### src/rtl/sram1rw_port_ctrl.sv
// sram1rw_port_ctrl
// ------------------------------------------------------------------
// Request/response front end for a single-port (1RW) SRAM macro.
// One request (read or write) is accepted per clock. The macro pins are
// driven combinationally from the accepted request, so the macro samples
// them on the same edge that accepts it. The macro returns read data one
// edge later. That data is captured into a small response FIFO, which
// gives a two-edge read latency. A read is accepted only when the FIFO is
// guaranteed to have room for its data, so accepted reads are never lost.
//
// Ports
//   clock        sole clock (also the macro CE clock)
//   reset        asynchronous, active-high reset
//   req_valid    request present
//   req_ready    request accepted on an edge where req_valid & req_ready
//   req_we       1 = write, 0 = read
//   req_addr     word address            [ADDR_W]
//   req_wdata    write data              [DATA_W]
//   resp_valid   read data available
//   resp_ready   consumer accepts the head response
//   resp_rdata   read data, in request order [DATA_W]
//   sram_csb     macro chip select, active low
//   sram_web     macro write enable, active low
//   sram_oeb     macro output enable, active low
//   sram_a       macro address           [ADDR_W]
//   sram_i       macro write data        [DATA_W]
//   sram_o       macro read data         [DATA_W]
// ------------------------------------------------------------------
module sram1rw_port_ctrl #(
  parameter int ADDR_W     = 6,
  parameter int DATA_W     = 32,
  parameter int RESP_DEPTH = 2
) (
  input  logic              clock,
  input  logic              reset,
  input  logic              req_valid,
  output logic              req_ready,
  input  logic              req_we,
  input  logic [ADDR_W-1:0] req_addr,
  input  logic [DATA_W-1:0] req_wdata,
  output logic              resp_valid,
  input  logic              resp_ready,
  output logic [DATA_W-1:0] resp_rdata,
  output logic              sram_csb,
  output logic              sram_web,
  output logic              sram_oeb,
  output logic [ADDR_W-1:0] sram_a,
  output logic [DATA_W-1:0] sram_i,
  input  logic [DATA_W-1:0] sram_o
);

  localparam int PTR_W = (RESP_DEPTH > 1) ? $clog2(RESP_DEPTH) : 1;
  localparam int CNT_W = $clog2(RESP_DEPTH + 1);

  logic              fire;
  logic              rd_fire;
  logic              push;
  logic              pop;
  logic              inflight;
  logic [PTR_W-1:0]  wr_ptr;
  logic [PTR_W-1:0]  rd_ptr;
  logic [CNT_W-1:0]  count;
  logic [CNT_W:0]    credit_used;
  logic [DATA_W-1:0] fifo_mem [RESP_DEPTH];

  // Credit check: the FIFO slots that will still be committed after this
  // edge are the stored entries plus the read whose data is arriving, less
  // the entry popped now. A new read needs one free slot beyond that.
  // Writes never need a slot. Reset masks acceptance so no macro access
  // can start while reset is held.
  always_comb begin
    credit_used = {1'b0, count}
                + {{CNT_W{1'b0}}, inflight}
                - {{CNT_W{1'b0}}, pop};
    req_ready   = ~reset & (req_we | (credit_used < (CNT_W+1)'(RESP_DEPTH)));
  end

  assign fire    = req_valid & req_ready;
  assign rd_fire = fire & ~req_we;
  assign push    = inflight;
  assign pop     = resp_valid & resp_ready;

  // The macro pins follow the request directly, with no register stage.
  assign sram_csb = ~fire;
  assign sram_web = ~(fire & req_we);
  assign sram_oeb = ~(fire & ~req_we);
  assign sram_a   = req_addr;
  assign sram_i   = req_wdata;

  assign resp_valid = (count != '0);
  assign resp_rdata = fifo_mem[rd_ptr];

  // inflight marks that the macro is presenting read data this cycle. That
  // data is captured at the next edge, so the flag lives for exactly one
  // cycle per accepted read. Back-to-back reads keep it set.
  always_ff @(posedge clock or posedge reset) begin
    if (reset) begin
      inflight <= 1'b0;
    end else begin
      inflight <= rd_fire;
    end
  end

  // Circular FIFO bookkeeping. The pointers wrap naturally because the
  // depth is a power of two. Count moves only when push and pop differ.
  always_ff @(posedge clock or posedge reset) begin
    if (reset) begin
      wr_ptr <= '0;
      rd_ptr <= '0;
      count  <= '0;
    end else begin
      if (push) begin
        wr_ptr <= wr_ptr + PTR_W'(1);
      end
      if (pop) begin
        rd_ptr <= rd_ptr + PTR_W'(1);
      end
      count <= count + CNT_W'(push) - CNT_W'(pop);
    end
  end

  // Storage needs no reset. Entries are only visible through resp_rdata
  // once count says they were written.
  always_ff @(posedge clock) begin
    if (push) begin
      fifo_mem[wr_ptr] <= sram_o;
    end
  end

endmodule

### config.mk
export PLATFORM = sky130hd
export DESIGN_NAME = sram1rw_port_ctrl
export DESIGN_NICKNAME = d
export VERILOG_FILES = /design/src/rtl/sram1rw_port_ctrl.sv
export SDC_FILE = /design/constraint.sdc
export NUM_CORES = 1
export LEC_CHECK = 0
export ABC_CLOCK_PERIOD_IN_PS = 3000
export BUFFER_PORTS_ARGS = -buffer_cell sky130_fd_sc_hd__clkbuf_2
export CAP_MARGIN = 20
export CORE_AREA = 2 2 85 87
export CTS_CLUSTER_DIAMETER = 150
export CTS_CLUSTER_SIZE = 20
export DETAILED_ROUTE_END_ITERATION = 8
export DIE_AREA = 0 0 87 89
export GPL_ROUTABILITY_DRIVEN = 0
export GPL_TIMING_DRIVEN = 0
export PLACE_DENSITY = 0.78
export SETUP_SLACK_MARGIN = 0.2
export SKIP_CTS_REPAIR_TIMING = 1
export SLEW_MARGIN = 20
export SYNTH_ARGS = -nofsm -noshare
export SYNTH_HDL_FRONTEND = slang
export SYNTH_SLANG_ARGS = --single-unit
### constraint.sdc
create_clock -name clock -period 3 [get_ports clock]
set_input_delay 0.3 -clock clock [delete_from_list [all_inputs] [get_ports clock]]
set_output_delay 0.3 -clock clock [all_outputs]
set_load 0.01 [all_outputs]
==> results.json <==
{
  "status": "completed",
  "finalHoldViolations": 0,
  "die_w_um": 87,
  "area_delta_synth_final_pct": 29.6,
  "vdd_ir_drop_max_mv": 0.360,
  "crit_type": "reg2out",
  "final_core_util_pct": 58.9,
  "synth_top_area_share_pct": 62.9,
  "synth_area_leader_cell": "edfxtp_1",
  "syn_area_um2": 3050,
  "rsz0062_at_grt": "true",
  "ys_ff_latch": 69,
  "final_common_cell": "clkbuf_2",
  "grt_pass1_wl_um": 7280,
  "grt_usage_pct": 12.9,
  "synth_cell_types": 22,
  "final_layout_size_suffix_gt1_share_pct": 71.2,
  "hold_depth": 1,
  "cts_inserted_buffers": 9,
  "drtIter0Drc": 46,
  "path_cells": "o21a_1 -> ha_1 -> inv_1 -> ha_2 -> inv_2 -> fa_2 -> inv_2 -> o31ai_2 -> buf_2",
  "syn_inst": 167,
  "num_rows": 30,
  "fin_nets": 373,
  "start_util_pct": 45.5,
  "reg2reg_depth": 9,
  "synthAdderAreaFrac_pct": 1.47,
  "rr_startpoint": "count[1]",
  "tightest_slew_ns": 0.280,
  "cellLeakagePower_uw": 0.00177,
  "fin_total_pwr_uw": 2870,
  "maxCapViolations": 0,
  "setup_tns_ns": 0,
  "root_buffer": "clkbuf_8",
  "setup_viol": 0,
  "finalMaxSlewViolations": 0,
  "synth_simple_gate_area_share_pct": 1.88,
  "path_common_cell": "inv_2",
  "overflow": 0,
  "crit_path_start_kind": "flop",
  "cts_buffer_depth": 2,
  "cp_max_fo": 4,
  "first_global_vias": 1546,
  "synth_area_leaders": "edfxtp_1 (63%), mux2_4 (14%), buf_4 (9.3%)",
  "synth_compound_area_share_pct": 0.696,
  "fin_crit_sh_pct": 93.0,
  "h-tree-depth": 3,
  "ant_nets": 0,
  "drt_first_pass_iters": 4,
  "critPathArrivalTime_ns": 2.49,
  "required_ns": 2.70,
  "wirelength_um": 5210,
  "use_met3_pct": 4.16,
  "worstHoldStart": "sram_o[11]",
  "core_um2": 6720,
  "top_usage_layer": "met2",
  "synth_mux_area_share_pct": 15.4,
  "dieArea_um2": 7740,
  "relSlewSlack_pct": 81.1,
  "dp_hpwl_um": 3880,
  "grt_use_met2_pct": 21.8,
  "synth_top_family_by_area": "multiplexers",
  "die_h_um": 89,
  "path_clk_slew_ns": 0.07,
  "cts_tree": "done",
  "synthXorXnorAreaFrac_pct": 1.15,
  "vias": 1745,
  "antenna_found_initial": 0,
  "port_buffers": 111,
  "grt_max_degree": 26,
  "drc": 0,
  "slowest_delay_ns": 0.57,
  "fin_crit_ns": 2.79,
  "yosysSeqAreaShare_pct": 67.0,
  "use_met1_pct": 14.8,
  "most-common-layout-cells": "clkbuf_2 (110), edfxtp_1 (64), buf_4 (41)",
  "hold_path.class": "in2reg",
  "reg2reg_to": "inflight",
  "fin_skew_ns": 0.00542,
  "diodes": 0,
  "ff2ff_setup_slack_ns": 0.66,
  "end_kind": "primary output",
  "fmax_mhz": 358,
  "power.density_nw_per_um2": 725,
  "clock-sinks": 69,
  "synth_nets": 245,
  "via_per_inst": 4.60,
  "clkLatencyLatePin_ns": 0.33,
  "ys_warn_count": 0,
  "holdPathEnd": "fifo_mem[1][11]",
  "syn_area_per_cell_um2": 18.3,
  "routedWlPerCell_um": 13.8,
  "crit_path_top_delay_cell": "fa_2",
  "pin_count": 150
}
==> registers in the layout, summed over array words and instances (netlist names) <==
signal    flops
wr_ptr        1
count         2
inflight      1
fifo_mem     64
rd_ptr        1
==> worst max-delay path: cells and delay by family, from the launching register on <==
family / cells / cell delay, ns
adders and majority gates: 3 / 1.00
buffers and inverters: 4 / 0.32
DFF: 1 / 0.44
AOI/OAI and AO/OA: 2 / 0.41
==> routing by layer <==
layer	vias to the layer above	wire length, um
met5	-	0
met4	0	106
met3	10	424
met2	96	2680
met1	812	2000
li1	827	-
==> stage by stage <==
step / setup WS, ns / cell area [um2] / hold WS (ns) / cells
after floorplan: 0.619 / 3050 / 0.0785 / 167
after global placement: -0.123 / 3710 / 0.232 / 358
after detailed placement: 0.483 / 3760 / 0.246 / 360
after CTS: 0.0798 / 3920 / -0.115 / 375
after global routing: 0.103 / 3960 / 0.138 / 379
final: 0.209 / 3960 / 0.155 / 379
==> where the power goes <==
part / internal (uW) / switching (uW)
logic: 602 / 468
clock network: 291 / 323
registers: 1140 / 44.2
total: 2030 / 835
==> worst max-delay path by stage <==
stage,from,end,slack [ns]
after global routing,count[1],req_ready,0.10
after floorplan,count[1],req_ready,0.62
final,count[1],req_ready,0.21
after detailed placement,count[1],req_ready,0.48
after global placement,inflight,fifo_mem[0][14],-0.12
after CTS,count[1],req_ready,0.08
==> synth_stat cells (all sizes together) <==
library cell  instances
a31oi                 1
and2                  1
and3b                 1
buf                  42
dfrtp                 5
edfxtp               64
fa                    1
ha                    2
inv                   6
mux2                 32
nand2b                1
nand4b                1
nor2b                 2
nor4b                 1
o21a                  1
o31ai                 1
or2                   1
xnor2                 1
xor2                  3
==> final cells by class <==
cell class	count	area [um2]
buffer	42	357
clock buffer	10	128
sequential	69	2050
timing repair buffer	117	628
clock inverter	5	28.8
tap	80	100
inverter	6	22.5
fill	520	2760
multi-input combinational	50	647
==> logic make-up after synthesis <==
family / count (synthesis)
buffers and inverters: 48
multiplexers: 32
AND/OR/NAND/NOR: 8
adder cells (fa/ha/maj): 3
flip-flops: 69
XOR/XNOR: 4
AO/OA/AOI/OAI: 3
No activity file was read; power rests on OpenSTA's default activity.
